File: src/rtl/mxv_input_loader_pkg.sv
// Shared definitions for the matrix-vector input loader.
//   DATA_W / MAX_N / NUM_PROC : default element width, largest matrix order,
//                               number of processor (matrix) FIFOs
//   loader_state_t            : loader FSM states
//   loader_err_t              : sticky error flags {chk, ovf, bad_n}
package mxv_input_loader_pkg;
  localparam int DATA_W   = 8;
  localparam int MAX_N    = 8;
  localparam int NUM_PROC = 4;

  typedef enum logic [2:0] {
    ST_IDLE,
    ST_GET_V,
    ST_GET_M,
    ST_CHK,
    ST_REPLAY_V,
    ST_START,
    ST_WAIT_DONE
  } loader_state_t;

  typedef struct packed {
    logic chk;
    logic ovf;
    logic bad_n;
  } loader_err_t;
endpackage

File: src/rtl/mxv_vector_buffer.sv
// Holds the received vector so it can be pushed to the vector FIFO a second
// time without the host resending it.
//   clk, reset      : clock, async active-low reset
//   i_wr_en/addr/data : write port, one element per cycle
//   i_rd_clr        : return the replay pointer to element 0
//   i_rd_adv        : step the replay pointer after the current element is used
//   o_rd_data       : element at the replay pointer
//   o_rd_ptr        : current replay pointer
module mxv_vector_buffer #(
  parameter int DATA_W = 8,
  parameter int DEPTH  = 8,
  parameter int AW     = $clog2(DEPTH)
) (
  input  logic              clk,
  input  logic              reset,
  input  logic              i_wr_en,
  input  logic [AW-1:0]     i_wr_addr,
  input  logic [DATA_W-1:0] i_wr_data,
  input  logic              i_rd_clr,
  input  logic              i_rd_adv,
  output logic [DATA_W-1:0] o_rd_data,
  output logic [AW-1:0]     o_rd_ptr
);
  import mxv_input_loader_pkg::*;

  logic [DEPTH-1:0][DATA_W-1:0] r_mem;
  logic [AW-1:0]                r_rd_ptr;

  always_ff @(posedge clk or negedge reset) begin
    if (!reset) begin
      r_mem    <= '0;
      r_rd_ptr <= '0;
    end else begin
      if (i_wr_en) r_mem[i_wr_addr] <= i_wr_data;
      if (i_rd_clr)      r_rd_ptr <= '0;
      else if (i_rd_adv) r_rd_ptr <= r_rd_ptr + 1'b1;
    end
  end

  assign o_rd_data = r_mem[r_rd_ptr];
  assign o_rd_ptr  = r_rd_ptr;
endmodule

File: src/rtl/mxv_input_loader.sv
// Parses the host byte stream (N, vector, matrix rows row-major) and pushes it
// into the processor input FIFOs: row r -> matrix FIFO r % NUM_PROC, vector to
// the vector FIFO (a second time from the buffer when N > NUM_PROC). Then
// pulses start_o and waits for done_i.
// Optional feature macro: LOADER_CHECKSUM_EN adds a trailing XOR checksum byte.
//   clk, reset : clock, async active-low reset
//   rx_data/rx_valid : received byte and its one-cycle strobe
//   fifo_full  : [NUM_PROC-1:0] matrix FIFOs full, [NUM_PROC] vector FIFO full
//   done_i     : product fully drained
//   n_o        : latched matrix order
//   wr_data_o, push_v_o, push_m_o : registered FIFO write data and strobes
//   start_o    : one-cycle start to the processor controller
//   ready_o    : high while idle
//   err_o      : sticky {checksum, overflow/unexpected byte, illegal N}
module mxv_input_loader #(
  parameter int DATA_W   = mxv_input_loader_pkg::DATA_W,
  parameter int MAX_N    = mxv_input_loader_pkg::MAX_N,
  parameter int NUM_PROC = mxv_input_loader_pkg::NUM_PROC
) (
  input  logic                clk,
  input  logic                reset,
  input  logic [DATA_W-1:0]   rx_data,
  input  logic                rx_valid,
  input  logic [NUM_PROC:0]   fifo_full,
  input  logic                done_i,
  output logic [3:0]          n_o,
  output logic [DATA_W-1:0]   wr_data_o,
  output logic                push_v_o,
  output logic [NUM_PROC-1:0] push_m_o,
  output logic                start_o,
  output logic                ready_o,
  output logic [2:0]          err_o
);
  import mxv_input_loader_pkg::*;

  localparam int CW = $clog2(MAX_N);

  loader_state_t       r_state;
  loader_err_t         r_err;
  logic [3:0]          r_n;
  logic [CW-1:0]       r_row, r_col;
  logic [DATA_W-1:0]   r_wr_data;
  logic                r_push_v, r_start, r_ready;
  logic [NUM_PROC-1:0] r_push_m;
`ifdef LOADER_CHECKSUM_EN
  logic [DATA_W-1:0]   r_chk;
`endif

  logic [3:0]          w_nm1;
  logic                w_n_ok, w_replay, w_col_last, w_row_last, w_rd_last;
  logic [CW-1:0]       w_proc, w_rd_ptr;
  logic [NUM_PROC-1:0] w_proc_oh;
  logic                w_proc_full, w_vec_full;
  logic [DATA_W-1:0]   w_rd_data;

  // Counters are compared against N-1 in 4 bits so N=8 needs no 4th counter bit.
  assign w_nm1       = r_n - 4'd1;
  assign w_n_ok      = (rx_data != '0) && (rx_data <= DATA_W'(MAX_N));
  assign w_replay    = r_n > 4'(NUM_PROC);
  assign w_col_last  = 4'(r_col) == w_nm1;
  assign w_row_last  = 4'(r_row) == w_nm1;
  assign w_rd_last   = 4'(w_rd_ptr) == w_nm1;
  assign w_proc      = r_row % CW'(NUM_PROC);
  assign w_proc_oh   = NUM_PROC'(1) << w_proc;
  assign w_proc_full = |(fifo_full[NUM_PROC-1:0] & w_proc_oh);
  assign w_vec_full  = fifo_full[NUM_PROC];

  mxv_vector_buffer #(.DATA_W(DATA_W), .DEPTH(MAX_N), .AW(CW)) u_vbuf (
    .clk       (clk),
    .reset     (reset),
    .i_wr_en   ((r_state == ST_GET_V) && rx_valid),
    .i_wr_addr (r_col),
    .i_wr_data (rx_data),
    .i_rd_clr  (r_state == ST_IDLE),
    // a full vector FIFO holds the replay element in place
    .i_rd_adv  ((r_state == ST_REPLAY_V) && !w_vec_full),
    .o_rd_data (w_rd_data),
    .o_rd_ptr  (w_rd_ptr)
  );

  always_ff @(posedge clk or negedge reset) begin
    if (!reset) begin
      r_state   <= ST_IDLE;
      r_err     <= '0;
      r_n       <= '0;
      r_row     <= '0;
      r_col     <= '0;
      r_wr_data <= '0;
      r_push_v  <= 1'b0;
      r_push_m  <= '0;
      r_start   <= 1'b0;
      r_ready   <= 1'b0;
`ifdef LOADER_CHECKSUM_EN
      r_chk     <= '0;
`endif
    end else begin
      r_push_v <= 1'b0;
      r_push_m <= '0;
      r_start  <= 1'b0;
      r_ready  <= 1'b0;
      case (r_state)
        ST_IDLE: begin
          r_ready <= 1'b1;
          r_row   <= '0;
          r_col   <= '0;
          if (rx_valid) begin
            r_n <= rx_data[3:0];
            if (w_n_ok) begin
              r_err   <= '0;
              r_ready <= 1'b0;
              r_state <= ST_GET_V;
`ifdef LOADER_CHECKSUM_EN
              r_chk   <= rx_data;
`endif
            end else begin
              r_err.bad_n <= 1'b1;
            end
          end
        end
        ST_GET_V: if (rx_valid) begin
`ifdef LOADER_CHECKSUM_EN
          r_chk <= r_chk ^ rx_data;
`endif
          if (w_vec_full) r_err.ovf <= 1'b1;
          else begin
            r_push_v  <= 1'b1;
            r_wr_data <= rx_data;
          end
          // counters advance even on a dropped byte to keep the frame aligned
          if (w_col_last) begin
            r_col   <= '0;
            r_state <= ST_GET_M;
          end else r_col <= r_col + 1'b1;
        end
        ST_GET_M: if (rx_valid) begin
`ifdef LOADER_CHECKSUM_EN
          r_chk <= r_chk ^ rx_data;
`endif
          if (w_proc_full) r_err.ovf <= 1'b1;
          else begin
            r_push_m  <= w_proc_oh;
            r_wr_data <= rx_data;
          end
          if (w_col_last) begin
            r_col <= '0;
            if (w_row_last) begin
              r_row <= '0;
`ifdef LOADER_CHECKSUM_EN
              r_state <= ST_CHK;
`else
              r_state <= w_replay ? ST_REPLAY_V : ST_START;
`endif
            end else r_row <= r_row + 1'b1;
          end else r_col <= r_col + 1'b1;
        end
`ifdef LOADER_CHECKSUM_EN
        ST_CHK: if (rx_valid) begin
          if (rx_data == r_chk) r_state <= w_replay ? ST_REPLAY_V : ST_START;
          else begin
            // pushed data stays behind; the controller wipes its FIFOs
            r_err.chk <= 1'b1;
            r_ready   <= 1'b1;
            r_state   <= ST_IDLE;
          end
        end
`endif
        ST_REPLAY_V: begin
          if (rx_valid) r_err.ovf <= 1'b1;
          if (!w_vec_full) begin
            r_push_v  <= 1'b1;
            r_wr_data <= w_rd_data;
            if (w_rd_last) r_state <= ST_START;
          end
        end
        ST_START: begin
          if (rx_valid) r_err.ovf <= 1'b1;
          r_start <= 1'b1;
          r_state <= ST_WAIT_DONE;
        end
        ST_WAIT_DONE: begin
          if (rx_valid) r_err.ovf <= 1'b1;
          if (done_i) begin
            r_ready <= 1'b1;
            r_state <= ST_IDLE;
          end
        end
        default: r_state <= ST_IDLE;
      endcase
    end
  end

  assign n_o       = r_n;
  assign wr_data_o = r_wr_data;
  assign push_v_o  = r_push_v;
  assign push_m_o  = r_push_m;
  assign start_o   = r_start;
  assign ready_o   = r_ready;
  assign err_o     = r_err;
endmodule

File: config.mk
export PLATFORM = sky130hd
export DESIGN_NAME = mxv_input_loader
export DESIGN_NICKNAME = d
export VERILOG_FILES = /design/src/rtl/mxv_input_loader_pkg.sv /design/src/rtl/mxv_vector_buffer.sv /design/src/rtl/mxv_input_loader.sv
export SDC_FILE = /design/constraint.sdc
export NUM_CORES = 1
export LEC_CHECK = 0
export ABC_AREA = 1
export CAP_MARGIN = 40
export CORE_ASPECT_RATIO = 1.25
export CORE_MARGIN = 8
export CORE_UTILIZATION = 55
export DETAILED_ROUTE_END_ITERATION = 10
export PLACE_DENSITY = 0.76
export SLEW_MARGIN = 10
export SYNTH_ARGS = -nofsm -noshare
export SYNTH_HDL_FRONTEND = slang
export SYNTH_HIERARCHICAL = 1
export SYNTH_SLANG_ARGS = --single-unit
File: constraint.sdc
create_clock -name clk -period 2.37 [get_ports clk]
set_clock_uncertainty 0.05 [all_clocks]
set_input_delay 0.5925 -clock clk [delete_from_list [all_inputs] [get_ports clk]]
set_output_delay 0.5925 -clock clk [all_outputs]
set_load 0.03 [all_outputs]
======== Word-level counts from Yosys, hierarchy flattened ========
Cells that the tools add are included.
storage, ports and cells
  bits in registers ....................... 97
  bits of input ports ..................... 17
  output and inout bits ................... 22
cells by class
  add/sub/neg operators ................... 4
  $lt $le $gt $ge ......................... 5
  eq/ne operators ......................... 24
  shifts and indexed selects .............. 1
  muxes and demuxes ....................... 51
  bitwise logic cells ..................... 1
  reductions and logical operators ........ 21
operator list
  kind                                                                              number
  64-bit bitwise mux                                                                1
  8-bit 2-to-1 mux                                                                  7
  3-bit 2-to-1 mux                                                                  17
  2-bit inequality test, second input constant                                      14
  8-bit binary-select mux with 3-bit select                                         1
  8-bit demux with 3-bit select                                                     1
  8-bit case mux with 3 select lines                                                1
  3-bit case mux with 6 select lines                                                1
  1-bit 2-to-1 mux                                                                  13
  3-bit by 4-bit == test with 1-bit output                                          3
  4-bit 2-to-1 mux                                                                  3
  3-bit case mux with 2 select lines                                                2
  10-bit AND reduction                                                              1
  3-bit by 1-bit adder with 3-bit output, second input constant                     3
  3-bit == test, second input constant                                              3
  8-bit by 4-bit less-or-equal comparator with 1-bit output, second input constant  1
  3-bit by 4-bit < comparator with 1-bit output, second input constant              2
  8-bit AND reduction                                                               1
  8-bit nonzero test                                                                1
  6-bit AND reduction                                                               1
  2-bit nonzero test                                                                3
  4-bit bitwise AND                                                                 1
  4-bit by 3-bit > comparator with 1-bit output, second input constant              1
  1-bit logical AND                                                                 4
  other kinds (18)                                                                  21

======== Logic depth before layout (Yosys ltp) ========
  word-level depth ........................ 6
  mapped depth ............................ 14

======== By module ========
The synthesis kept the hierarchy.
modules (own cells, without submodules)
  module             instances  cells an instance  area each (µm²)
  mxv_vector_buffer  1          452                3,324.4
  mxv_input_loader   1          246                1,875.5

======== Worst setup path before layout ========
OpenSTA, ideal clock, no wires.
  kind .................................... reg-to-reg
  start ................................... reg r_n[0], in the netlist n_o[0]
  end ..................................... reg r_state[0]
  setup time .............................. 0.117 ns
  data arrival time ....................... 1.776 ns
  setup slack ............................. 0.427 ns
  cell stages (with the launch flop) ...... 14
  path buffers ............................ 0
  cells stage by stage .................... dfrtp_1 inv_2 ha_1 inv_1 nand2_1 nand2_1 nor2_1 nand3_1 nand2_1 nand2_1 nor2_1 nand2_1 nand2_1 nand2_1
on the way
  longest elaborated chain between the ends .. 6
  elaborated cells on any way between the ends .. 15
RTL lines
  what                                           RTL line                 text
  start, declared                                mxv_input_loader.sv:40   logic [3:0] r_n;
  start signal, assigned                         mxv_input_loader.sv:107  r_n <= rx_data[3:0];
  4-bit by 3-bit > comparator with 1-bit output  mxv_input_loader.sv:59   assign w_replay = r_n > 4'(NUM_PROC);
  1-bit 2-to-1 mux                               mxv_input_loader.sv:151  r_state <= w_replay ? ST_REPLAY_V : ST_START;
  3-bit 2-to-1 mux                               mxv_input_loader.sv:146  if (w_row_last) begin
  3-bit 2-to-1 mux                               mxv_input_loader.sv:144  if (w_col_last) begin
  3-bit 2-to-1 mux                               mxv_input_loader.sv:135  ST_GET_M: if (rx_valid) begin
  3-bit case mux with 6 select lines             mxv_input_loader.sv:101  case (r_state)
  end signal, assigned                           mxv_input_loader.sv:151
  end, declared                                  mxv_input_loader.sv:38   loader_state_t r_state;
Parallel ways exist; a longest one is shown, timed or not. The select of a mux whose other input is x is not followed.
A chain may end at the register's enable or synchronous reset.

======== Worst setup path in the final report ========
  start ................................... reg r_n[0], in the netlist n_o[0]
  end ..................................... out n_o[0]
RTL lines
  what           RTL line                text
  end, declared  mxv_input_loader.sv:26  output logic [3:0] n_o,
No word-level cell between the ends.

==> impl_summary.txt <==
----------------------------------------------------
[Synthesis]
  Most frequently used cell type in the post-synthesis netlist ... sky130_fd_sc_hd__nand2_1
  Yosys top cell by area ... sky130_fd_sc_hd__dfrtp_1
  Average footprint of a synthesized cell ... 7.45 um2
  Synthesized flop and latch total ... 97
  Largest family of logic cells by synthesized area ... simple AND/OR/NAND/NOR gates
  Leading post-synthesis cells by instance count ... sky130_fd_sc_hd__nand2_1, sky130_fd_sc_hd__inv_1, sky130_fd_sc_hd__dfrtp_1
  Share of the yosys chip area belonging to registers ... 46.7%
  Share of the synthesized area in compound gates (AO/OA/AOI/OAI) ... 10.9%
  Area share of and/or/nand/nor cells after synthesis ... 28.3%
  Most used DFF post-synth ... sky130_fd_sc_hd__dfrtp_1
  Ranking of synthesized cells by area ... sky130_fd_sc_hd__dfrtp_1, sky130_fd_sc_hd__nand2_1, sky130_fd_sc_hd__o21ai_0, sky130_fd_sc_hd__inv_1, sky130_fd_sc_hd__nand3_1
  Number of enable flip-flop cells after synthesis ... 0
  Mux contribution to synthesized area ... 0.217%
  Number of unique standard cell types used by synthesis ... 35
  Fraction of registers with async set/reset ... 100%
  Yosys top cell area share ... 46.7%
  Yosys warning count ... 6
  Post-synth design cell area ... 5200 um2
  Xor and xnor fraction of the mapped netlist area ... 1.01%
  Synth Area in Adders ... 1.68%
  Syn nets ... 722
  Instance count of the mapped netlist ... 698

[Placement]
  Detailed Place HPWL ... 9260 um
  Placer congestion estimate ... 0.908
  Number of port buffers ... 37
  Minimum setup slack after placement ... 0.0768 ns

[Critical path]
  Crit path capture type ... output pin
  Kind of cell adding the most delay to the critical path ... buffers and inverters
  Crit path required time ... 1.73 ns
  Count of buffer and inverter cells on the critical path ... 1
  CP max stage delay ... 0.73 ns
  Maximum net fanout on the critical path ... 5
  Critical path data arrival time ... 1.57 ns
  CP Class ... reg2out
  Slowest cell on the critical path ... sky130_fd_sc_hd__clkdlybuf4s50_1
  Cells on worst reg2reg path ... 13
  Category of the worst setup path launch point ... flip-flop
  Ordered cell list for the critical path ... clkdlybuf4s50_1
  Crit Reg-Reg Startpoint ... n_o[0]
  FF-to-FF End ... r_state[0]
  Critical path depth in cells ... 1
  Worst-case register-to-register setup slack ... 0.27 ns

[STA]
  Final hold violations ... 0
  Number of endpoints failing setup at the final stage ... 0
  Setup TNS ... 0 ns
  Unrepaired setup endpoints after global routing ... false
  Minimum setup slack in the final design ... 0.162 ns
  Max Transition Viols Final ... 0
  Fin crit period ... 2.21 ns
  Achievable clock frequency ... 453 MHz
  Final Hold Slack ... 0.429 ns
  Fin crit share ... 93.2%

[Die]
  Row count ... 39
  Die area ... 12,800 um2
  Die Width ... 103 um
  Number of primary I/O pins ... 39
  Chip height ... 125 um
  Core area ... 9170 um2
  Starting Density ... 56.7%

[Hold path]
  Hold Path Origin ... wr_data_o[6]
  Worst hold-check path type ... reg2reg
  Worst hold stages ... 2
  End point of the worst hold path ... wr_data_o[6]

[CTS]
  Clock sink count ... 97
  Total CTS buffers ... 9
  Clk Latency, worst-skew pair ... 0.34 ns
  CTS H-tree depth ... 3
  Maximum number of buffers from clock root to sink ... 2
  TritonCTS clock tree ... yes
  Post-CTS clock slew at the launch and capture registers of the worst setup and hold paths ... 0.06 ns
  Cell at the root of the clock tree ... sky130_fd_sc_hd__clkbuf_16

[Route]
  Count of nets left with antenna violations after detail routing ... 0
  DR vias ... 4,600
  Mean number of vias per cell ... 5.23
  Detailed-route wire length per cell ... 15.0 um
  Detailed-route DRC error count ... 0
  Routed Wire Length ... 13,100 um
  DR iter-0 viols ... 341
  Number of detailed-route iterations in the first pass ... 6

[Power]
  Pwr dens ... 1190 nW/um2
  Maximum ir drop on the vdd rail ... 0.502 mV
  Total leakage power ... 3.08 nW

[Cells and area]
  Layout cell share with drive strength beyond 1 ... 10.7%
  Diode count ... 0
  Nets ... 775
  Area Overhead vs Synth ... 17.5%

[Global routing]
  Largest net degree at the start of global routing ... 60
  First-pass GRT wire length ... 22,200 um
  Initial antenna violation count ... 0
  Global-route congestion overflow total ... 0
  Global Route Usage Sum ... 21.9%
  Vias in the first global route ... 4,577

[Flow run]
  Max-cap violations ... 0

[Status]
  Status ... completed

----------------------------------------------------
## sequential cells by signal, indices dropped and copies added, names as in the netlist, 2 cells and up
name             cells
r_col                3
r_state              3
err_o                2
r_row                3
u_vbuf/o_rd_ptr      3
n_o                  4
u_vbuf/r_mem        64
push_m_o             4
wr_data_o            8
## routing by layer
layer  track usage (%)  up-vias  wire, um
li1                  -     2254         -
met1              26.4     2134      5290
met2              35.9      177      6590
met3              2.29       35       701
met4              13.7        0       563
met5                 0        -         0
## cell families (layout without fill, tap and decap cells)
kind of cell / after synthesis / count (layout)
and+or+nand+nor: 349 / 349
buffers and inverters: 134 / 192
AOI/OAI and AO/OA: 103 / 103
DFF: 97 / 97
adders and majority gates: 7 / 7
xor gates and xnor gates: 6 / 6
other: 1 / 1
muxes: 1 / 1
## layout by cell type, fill, tap and decap left out, drive strengths merged, types with 6 or more instances in the layout
cell type and instances:
clkdlybuf4s50 36, clkbuf 11, nand3 49, inv 109, buf 28, ha 7, o21ai 92, dfrtp 97
a21oi 7, nand2 253, or2 6, nor2 34
## through the flow
stage / area [um2] / total power [mW] / util, % / instances
floorplan: 5200 / 4.77 / - / 698
global placement: 5790 / 5.61 / 63.1 / 862
detailed placement: 5790 / 5.71 / 63.1 / 862
CTS: 6110 / 7.27 / 66.6 / 879
global route: 6110 / 7.81 / 66.6 / 879
finish: 6110 / 7.26 / 66.6 / 879
## area by class of cell
cell class | count | area [um2]
clock buffer | 11 | 233
clock inverter | 5 | 80.1
fill | 790 | 3060
inverter | 111 | 417
multi-input combinational | 467 | 2190
sequential | 97 | 2430
tap | 123 | 154
timing repair buffer | 65 | 606
## repair_timing
| item | CTS | global route |
|---|---|---|
| gates resized for setup | 0 | 0 |
| buffers inserted | 0 | 0 |
| hold buffers | 1 | 0 |
| endpoints found under the hold margin | 4 | 0 |
## report_power, final
group	internal (mW)	switching (mW)	total, mW
Clock	0.924	0.619	1.54
Sequential	2.08	0.318	2.40
Combinational	1.22	2.10	3.32
## worst max-delay path by stage
stage | start | end
after global routing | n_o[0] | r_state[1]
after detailed placement | rx_valid | u_vbuf/r_mem[32]
after CTS | n_o[0] | n_o[0]
after floorplan | n_o[0] | r_state[0]
final | n_o[0] | n_o[0]
after global placement | rx_data[7] | err_o[1]
No activity file was read; power rests on OpenSTA's default activity.
